**src/rtl/clock_mode_ctrl.sv**
```systemverilog
`default_nettype none
// +----------------------------------------------------------------------------+
// | Module      : clock_mode_ctrl                                              |
// | Description : RUN / SET_MIN / SET_SEC controller for the MM:SS clock.      |
// |               Gates the cnt60 enables, routes up/down presses to INC/DEC,  |
// |               blinks the digit pair being set and drops back to RUN on an  |
// |               idle timeout. Optional button auto-repeat is built when      |
// |               CLOCK_MODE_CTRL_AUTOREPEAT_EN is defined.                    |
// | Revision    : 1.0  initial release                                         |
// +----------------------------------------------------------------------------+
module clock_mode_ctrl #(
    parameter int BLINK_TICKS  = 5,
    parameter int REPEAT_DELAY = 5,
    parameter int REPEAT_RATE  = 2,
    parameter int TIMEOUT_SEC  = 30
) (
    input  logic       clk,
    input  logic       rst,
    input  logic       en1hz,
    input  logic       tick,
    input  logic       mode_p,
    input  logic       up_p,
    input  logic       down_p,
    input  logic       up_lvl,
    input  logic       down_lvl,
    input  logic       carry_sec,
    output logic       sec_cen,
    output logic       sec_inc,
    output logic       sec_dec,
    output logic       min_cen,
    output logic       min_inc,
    output logic       min_dec,
    output logic [3:0] blank,
    output logic [1:0] mode
);

    localparam logic [1:0] c_st_run     = 2'b00;
    localparam logic [1:0] c_st_set_min = 2'b01;
    localparam logic [1:0] c_st_set_sec = 2'b10;

    localparam int c_blink_w = (BLINK_TICKS > 1) ? $clog2(BLINK_TICKS) : 1;
    localparam logic [c_blink_w-1:0] c_blink_last = c_blink_w'((BLINK_TICKS > 0) ? BLINK_TICKS - 1 : 0);

    localparam int c_to_w = (TIMEOUT_SEC > 1) ? $clog2(TIMEOUT_SEC) : 1;
    localparam logic [c_to_w-1:0] c_to_last = c_to_w'((TIMEOUT_SEC > 0) ? TIMEOUT_SEC - 1 : 0);
    localparam logic c_to_enabled = (TIMEOUT_SEC != 0);

    logic [1:0]           r_state;
    logic [1:0]           w_state_nxt;
    logic                 w_set;
    logic                 w_timeout;
    logic                 w_state_chg;
    logic                 w_activity;
    logic                 w_rep_step;
    logic                 w_rep_up;
    logic                 w_rep_dn;
    logic                 w_up_req;
    logic                 w_dn_req;
    logic                 w_up_step;
    logic                 w_dn_step;
    logic                 w_blink_clr;
    logic                 w_phase_nxt;
    logic [c_blink_w-1:0] w_blink_cnt_nxt;
    logic [3:0]           w_blank_nxt;

    logic [c_blink_w-1:0] r_blink_cnt;
    logic                 r_phase;
    logic [c_to_w-1:0]    r_to_cnt;
    logic                 r_sec_cen;
    logic                 r_sec_inc;
    logic                 r_sec_dec;
    logic                 r_min_cen;
    logic                 r_min_inc;
    logic                 r_min_dec;
    logic [3:0]           r_blank;

    // Encoding 11 is treated as RUN everywhere.
    assign w_set       = (r_state == c_st_set_min) || (r_state == c_st_set_sec);
    assign w_activity  = mode_p | up_p | down_p | w_rep_step;
    assign w_timeout   = c_to_enabled & w_set & en1hz & ~w_activity & (r_to_cnt == c_to_last);
    assign w_state_chg = mode_p | w_timeout;

    // mode_p wins over any coincident step request.
    assign w_up_req  = w_set & ~mode_p & (up_p | w_rep_up);
    assign w_dn_req  = w_set & ~mode_p & (down_p | w_rep_dn);
    assign w_up_step = w_up_req & ~w_dn_req;
    assign w_dn_step = w_dn_req & ~w_up_req;

`ifdef CLOCK_MODE_CTRL_AUTOREPEAT_EN
    localparam int c_rep_max = (REPEAT_DELAY > REPEAT_RATE) ? REPEAT_DELAY : REPEAT_RATE;
    localparam int c_hold_w  = (c_rep_max > 1) ? $clog2(c_rep_max) : 1;
    localparam logic [c_hold_w-1:0] c_delay_last = c_hold_w'((REPEAT_DELAY > 0) ? REPEAT_DELAY - 1 : 0);
    localparam logic [c_hold_w-1:0] c_rate_last  = c_hold_w'((REPEAT_RATE > 0) ? REPEAT_RATE - 1 : 0);

    logic [c_hold_w-1:0] r_hold_cnt;
    logic                r_repeating;
    logic                w_hold_lvl;

    assign w_hold_lvl = w_set & (up_lvl ^ down_lvl);
    assign w_rep_step = w_hold_lvl & tick &
                        ((~r_repeating & (r_hold_cnt == c_delay_last)) |
                         ( r_repeating & (r_hold_cnt == c_rate_last)));
    assign w_rep_up   = w_rep_step & up_lvl;
    assign w_rep_dn   = w_rep_step & down_lvl;

    // First step after REPEAT_DELAY ticks, then one every REPEAT_RATE ticks.
    always_ff @(posedge clk or posedge rst) begin
        if (rst) begin
            r_hold_cnt  <= '0;
            r_repeating <= 1'b0;
        end else if (!w_hold_lvl || w_state_chg) begin
            r_hold_cnt  <= '0;
            r_repeating <= 1'b0;
        end else if (tick) begin
            if (w_rep_step) begin
                r_hold_cnt  <= '0;
                r_repeating <= 1'b1;
            end else begin
                r_hold_cnt <= r_hold_cnt + 1'b1;
            end
        end
    end
`else
    logic w_unused_lvl;

    assign w_unused_lvl = up_lvl ^ down_lvl;
    assign w_rep_step   = 1'b0;
    assign w_rep_up     = 1'b0;
    assign w_rep_dn     = 1'b0;
`endif

    always_ff @(posedge clk or posedge rst) begin
        if (rst) begin
            r_state <= c_st_run;
        end else begin
            r_state <= w_state_nxt;
        end
    end

    always_comb begin
        w_state_nxt = r_state;
        if (mode_p) begin
            case (r_state)
                c_st_set_min: w_state_nxt = c_st_set_sec;
                c_st_set_sec: w_state_nxt = c_st_run;
                default:      w_state_nxt = c_st_set_min;
            endcase
        end else if (w_timeout) begin
            w_state_nxt = c_st_run;
        end
    end

    assign w_blink_clr = ~w_set | w_state_chg | up_p | down_p | w_rep_step;

    always_comb begin
        w_phase_nxt     = r_phase;
        w_blink_cnt_nxt = r_blink_cnt;
        if (w_blink_clr) begin
            w_phase_nxt     = 1'b0;
            w_blink_cnt_nxt = '0;
        end else if (tick) begin
            if (r_blink_cnt == c_blink_last) begin
                w_phase_nxt     = ~r_phase;
                w_blink_cnt_nxt = '0;
            end else begin
                w_blink_cnt_nxt = r_blink_cnt + 1'b1;
            end
        end
    end

    // Blank follows the next phase so a press un-blanks on the very next cycle.
    always_comb begin
        w_blank_nxt = 4'b0000;
        case (r_state)
            c_st_set_min: w_blank_nxt = {w_phase_nxt, w_phase_nxt, 2'b00};
            c_st_set_sec: w_blank_nxt = {2'b00, w_phase_nxt, w_phase_nxt};
            default:      w_blank_nxt = 4'b0000;
        endcase
    end

    always_ff @(posedge clk or posedge rst) begin
        if (rst) begin
            r_blink_cnt <= '0;
            r_phase     <= 1'b0;
        end else begin
            r_blink_cnt <= w_blink_cnt_nxt;
            r_phase     <= w_phase_nxt;
        end
    end

    always_ff @(posedge clk or posedge rst) begin
        if (rst) begin
            r_to_cnt <= '0;
        end else if (!w_set || w_activity || w_state_chg) begin
            r_to_cnt <= '0;
        end else if (en1hz && c_to_enabled) begin
            r_to_cnt <= r_to_cnt + 1'b1;
        end
    end

    always_ff @(posedge clk or posedge rst) begin
        if (rst) begin
            r_sec_cen <= 1'b0;
            r_sec_inc <= 1'b0;
            r_sec_dec <= 1'b0;
            r_min_cen <= 1'b0;
            r_min_inc <= 1'b0;
            r_min_dec <= 1'b0;
            r_blank   <= 4'b0000;
        end else begin
            r_sec_cen <= ~w_set & en1hz;
            r_min_cen <= ~w_set & carry_sec;
            r_sec_inc <= (r_state == c_st_set_sec) & w_up_step;
            r_sec_dec <= (r_state == c_st_set_sec) & w_dn_step;
            r_min_inc <= (r_state == c_st_set_min) & w_up_step;
            r_min_dec <= (r_state == c_st_set_min) & w_dn_step;
            r_blank   <= w_blank_nxt;
        end
    end

    assign sec_cen = r_sec_cen;
    assign sec_inc = r_sec_inc;
    assign sec_dec = r_sec_dec;
    assign min_cen = r_min_cen;
    assign min_inc = r_min_inc;
    assign min_dec = r_min_dec;
    assign blank   = r_blank;
    assign mode    = r_state;

endmodule
`default_nettype wire

```
**config.mk**
```make
export PLATFORM = sky130hd
export DESIGN_NAME = clock_mode_ctrl
export DESIGN_NICKNAME = d
export VERILOG_FILES = /design/src/rtl/clock_mode_ctrl.sv
export SDC_FILE = /design/constraint.sdc
export NUM_CORES = 1
export LEC_CHECK = 0
export CORE_MARGIN = 2
export CORE_UTILIZATION = 47
export DETAILED_ROUTE_END_ITERATION = 7
export HOLD_SLACK_MARGIN = 0.06
export PLACE_DENSITY = 0.84
export SYNTH_ARGS = -nofsm -noshare
export SYNTH_HDL_FRONTEND = slang
export SYNTH_SLANG_ARGS = --single-unit
```
**constraint.sdc**
```tcl
create_clock -name clk -period 1.98 [get_ports clk]
set_input_delay 0.297 -clock clk [delete_from_list [all_inputs] [get_ports clk]]
set_output_delay 0.297 -clock clk [all_outputs]
set_load 0.01 [all_outputs]
```
# == After elaboration in Yosys (flattened, before gate mapping) ==
# Cells that the tools add are included.
# word_totals
input_bits,10
register_bits,21
out_inout_bits,12
# op_classes
addsub,2
reduce_logical,7
bitwise,26
eq_ne,4
n_mux,12
# op_table
op,n
AND 1 bit,14
two-way mux 5 bit,2
two-way mux 3 bit,3
case mux 4 bit (2 select lines),1
NOT 1 bit,6
OR 1 bit,6
nonzero test 2 bit,3
adder 5 x 1 -> 5 bit (second input constant),1
equality test 5 bit (second input constant),1
two-way mux 2 bit,2
case mux 2 bit (2 select lines),1
adder 3 x 1 -> 3 bit (second input constant),1
equality test 3 bit (second input constant),1
logical OR 1 bit,3
two-way mux 1 bit,3
equality test 2 x 1 -> 1 bit (second input constant),1
equality test 2 bit (second input constant),1
logical NOT 1 bit,1

# == Longest topological paths before layout ==
# Gate-level depths: netlist of the first run.
# depth
depth_word,11
depth_mapped,6

# == Least setup slack after synthesis of the first run ==
# Ideal clock, no wire load.
# synth_timing
path_kind,reg2reg
start,register r_state[0] (netlist: mode[0])
end,register r_blank[1] (netlist: blank[1])
required_time_ps,1892
path_buffers,1
arrival_time_ps,1486
path_slack_ps,406
path_stages_with_launch,7
path_cell_list,dfrtp_1 -> inv_1 -> ha_1 -> nor4_2 -> o21ai_1 -> buf_6 -> nor3b_1
# synth_between
elab_chain_len,11
elab_cells_between_ends,13
cone_classes,eq/ne: 2; mux: 2; bitwise: 8; reduce/logical: 1
# synth_rtl
item,line_no,text
start: declaration,48,logic [1:0] r_state;
start signal: assignment,134,r_state <= c_st_run;
start signal: assignment,136,r_state <= w_state_nxt;
equality test 2 x 1 -> 1 bit / equality test 2 bit (equally long branches),"78, 174",
logical OR 1 bit,78,assign w_set = (r_state == c_st_set_min) || (r_state == c_st_set_sec);
AND 1 bit (3 in a row),80,assign w_timeout = c_to_enabled & w_set & en1hz & ~w_activity & (r_to_cnt == c_to_last);
OR 1 bit,81,assign w_state_chg = mode_p | w_timeout;
OR 1 bit (3 in a row),153,assign w_blink_clr = ~w_set | w_state_chg | up_p | down_p | w_rep_step;
two-way mux 1 bit,158,if (w_blink_clr) begin
case mux 4 bit (2 select lines) (*),174,case (r_state)
end signal: assignment,217,r_blank <= w_blank_nxt;
end: declaration,75,logic [3:0] r_blank;
# Every way passes the cells marked *; elsewhere a longest branch is shown, timed or not.
# A chain may end at the register's enable or synchronous reset.

# == Worst setup path in the final report of the first run ==
# layout_timing
start,register r_state[0] (netlist: mode[0])
end,register r_to_cnt[1]
# layout_between
elab_chain_len,8
elab_cells_between_ends,12
cone_classes,eq/ne: 2; mux: 1; bitwise: 4; reduce/logical: 5
# layout_rtl
item,line_no,text
equality test 2 x 1 -> 1 bit / equality test 2 bit (equally long branches),78,
logical OR 1 bit (*),78,
AND 1 bit (3 in a row),80,
OR 1 bit,81,
logical OR 1 bit (*),194,end else if (!w_set || w_activity || w_state_chg) begin
two-way mux 5 bit / nonzero test 2 bit (equally long branches),-,
end signal: assignment,197,r_to_cnt <= r_to_cnt + 1'b1;
end: declaration,68,logic [c_to_w-1:0] r_to_cnt;
# Marked as above.

==> results.yml, run 1 <==
yosys:
  syn_inst: 81
  yosysMostFrequentCell: "dfrtp_1"
  synth-edff-count: 0
  synthTopCellsByArea: "dfrtp_1, ha_1, nor2_1"
  netlist_top_cells_count: "dfrtp_1, nor2_1, inv_1"
  synth_compound_area_frac: 0.0392
  syn_area_um2: 895
  yosys.area_share.simple: 0.207
  synth_nets: 97
  ys_seq_elements: 19
  async_flop_share: 1.00
  synth_cell_types: 24
  netlist.area_leader.share: 0.531
  ys.flop_type: "dfrtp_1"
  muxShareOfSynthArea: 0.0224
  synth_adder_area_share: 0.0839
  syn_avg_cell_area_um2: 11.0
  synth_xor_area_frac: 0.0490
  ys_seq_area_frac: 0.531
  synth_top_family_by_area: "simple AND/OR/NAND/NOR gates"
  synth_top_area_cell: "dfrtp_1"
  yosys_warnings: 0
finish:
  area_delta_synth_final_pct: 25.7
  fin_area_mm2: 0.00112
  final_cells: 127
  antenna_cells: 0
  multi_input_area_um2: 359
  fin_nets: 119
  seq_area_um2: 475
  drive_above_1_share: 0.0882
  fillers: 156
pwr:
  power_frac_clock: 0.185
  ir_drop_uv: 745
  p_seq_frac: 0.476
  p_int_mw: 0.690
  pwr-share-comb: 0.340
  p_sw_frac: 0.297
  p_leak_nw: 0.496
  cellPowerDensity_mw_per_mm2: 873
  power.switching_mw: 0.292
worst_setup_path:
  crit_slowest_cell: "dfrtp_1"
  end_kind: "register"
  critical_path_class: "register to register"
  cp-start-kind: "register"
  cp_data_required_time_ps: 2180
  arrival_ps: 1910
  crit_path_max_fanout: 11
  path_cells: "inv_1 > ha_1 > nor4_2 > o21ai_1 > buf_4 > a211oi_1"
  max_stage_delay_ps: 400
clock_network:
  clkSlewWorstSetupHoldPaths_ps: 100
  cts_htree_levels: 1
  numCtsBuffers: 3
  worst_skew_pair.late_latency_ps: 290
  hold_buffers: 0
  cts_resized: 0
  cts_root_buffer: "clkbuf_4"
  tritoncts: "built"
  clk_path_buf_depth: 2
  clock_sinks: 19
  cts_setup_buffers: 0
floorplanning:
  die_h_um: 47.6
  placeableCoreArea_mm2: 0.00176
  die_w_um: 47.6
  io_pins: 22
  fp-row-count: 15
  start_util: 0.507
  dieArea_mm2: 0.00227
routing:
  first_iter_violations: 1
  drt_first_pass_iters: 2
  ant_nets: 0
  routed_wl_um: 1360
  dr_total_vias: 610
  vias_per_cell: 4.80
  drc: 0
  routedWlPerCell_um: 10.7
sta:
  skew_ps: 1.34
  grt_setup_unrepaired: "false"
  setup-violations-final: 0
  relSlewSlack: 0.546
  period_share: 0.860
  finalHoldViolCount: 0
  tightest_slew_ps: 681
  tns_ps: 0
  maxSlewViolCount: 0
  max_freq_mhz: 587
  fin_crit_ps: 1700
grt:
  grt_use_total: 0.149
  grt_pass1_vias: 559
  grt_pass1_wl_um: 2300
  grt_antenna_before_repair: 0
  grt_max_degree: 20
  overflow: 0
placement:
  place_area_mm2: 0.00110
  dp_hpwl_um: 1070
  place_inst: 123
  place.gp.congestion: 0.763
  port_buffers: 19
min_path:
  hold_path_class: "input port to async pin"
outcome:
  outcome: "completed"
flow_run:
  drv_cap: 0
[critical path: cells and delay by family, from the launching register on]
| kind | cells | cell delay (ps) |
|---|---|---|
| adder cells (fa/ha/maj) | 1 | 370 |
| buffers and inverters | 2 | 250 |
| AND/OR/NAND/NOR | 1 | 290 |
| flip-flops | 1 | 400 |
| AO/OA/AOI/OAI | 2 | 310 |
[power groups by stage]
| stage | Clock (mW) | Combinational (mW) | Sequential [mW] |
|---|---|---|---|
| after floorplan | 0 | 0.165 | 0.497 |
| after global placement | 0 | 0.330 | 0.473 |
| after detailed placement | 0 | 0.338 | 0.476 |
| after CTS | 0.192 | 0.339 | 0.467 |
| after global routing | 0.207 | 0.375 | 0.472 |
| final | 0.181 | 0.333 | 0.467 |
[layout by cell type, fill, tap and decap left out]
cell type	Yosys	routed
a211oi_1	1	1
a21oi_1	2	2
and2_1	4	4
and2_2	2	2
buf_4	3	2
clkbuf_4	0	3
clkdlybuf4s50_1	0	19
clkinv_2	0	1
dfrtp_1	19	19
ha_1	6	6
inv_1	7	7
mux2i_1	2	2
nand2_1	4	4
nand2b_1	1	1
nand3_1	2	2
nand3b_1	1	1
nand4_1	3	3
nor2_1	9	9
nor3b_1	2	2
nor4_2	1	1
nor4b_1	3	3
o21ai_0	1	1
o21ai_1	1	1
o31ai_1	1	1
xnor2_1	2	2
xor2_1	3	3
[sequential cells by signal, indices dropped and copies added, names as in the netlist, 2 cells and up]
name / cells
blank: 2
mode: 2
r_blink_cnt: 3
r_to_cnt: 5
[metal layers]
layer,GRT usage,share of wire,vias up,wire [µm]
li1,-,-,305,-
met2,0.238,0.48,16,652
met5,0,0,-,0
met4,0.0324,0.017,0,23
met1,0.181,0.44,285,599
met3,0.0755,0.060,4,82
[stage by stage]
stage / setup slack [ps] / util / hold slack [ps] / total power [mW]
2_1_floorplan: 406 / - / 248 / 0.661
3_3_place_gp: 351 / 0.622 / 526 / 0.803
3_5_place_dp: 316 / 0.622 / 548 / 0.814
4_1_cts: 268 / 0.638 / 421 / 0.998
5_1_grt: 138 / 0.638 / 466 / 1.05
6_report: 276 / 0.638 / 406 / 0.982
[logic make-up (layout without fill, tap and decap cells)]
kind of cell	Yosys count	in the layout
multiplexers	2	2
buffers and inverters	11	32
adder cells (fa/ha/maj)	6	6
AND/OR/NAND/NOR	32	32
flip-flops	19	19
AO/OA/AOI/OAI	6	6
XOR/XNOR	5	5
[cell type report]
| type | count | share of cell area |
|---|---|---|
| clock buffer | 3 | 0.0200 |
| clock inverter | 1 | 0.00445 |
| sequential | 19 | 0.423 |
| inverter | 7 | 0.0234 |
| multi-input combinational | 51 | 0.319 |
| tap | 25 | 0.0278 |
| timing repair buffer | 21 | 0.182 |
[final timing paths]
path / slack (ps) / cells after the start / to / from
hold reg to reg: 560 / 2 / r_phase / r_phase
hold / removal: 410 / 2 / r_to_cnt[2] / rst
setup reg to reg: 280 / 6 / r_to_cnt[1] / mode[0]
max in group asynchronous: 1150 / 2 / mode[0] / rst
min in group clk: 560 / 2 / r_phase / r_phase
setup / recovery: 280 / 6 / r_to_cnt[1] / mode[0]
Power figures use the tool's default switching activity.
==> run 2: changes to the inputs <==
- CTS_CLUSTER_DIAMETER: not set -> 50
==> results of run 2 <==
Final layout, timing and power as in run 1 (identical DEF).
==> run 3: changes to the inputs <==
- GPL_ROUTABILITY_DRIVEN: not set -> 0
==> results of run 3 <==
Final layout, timing and power as in run 1 (identical DEF).
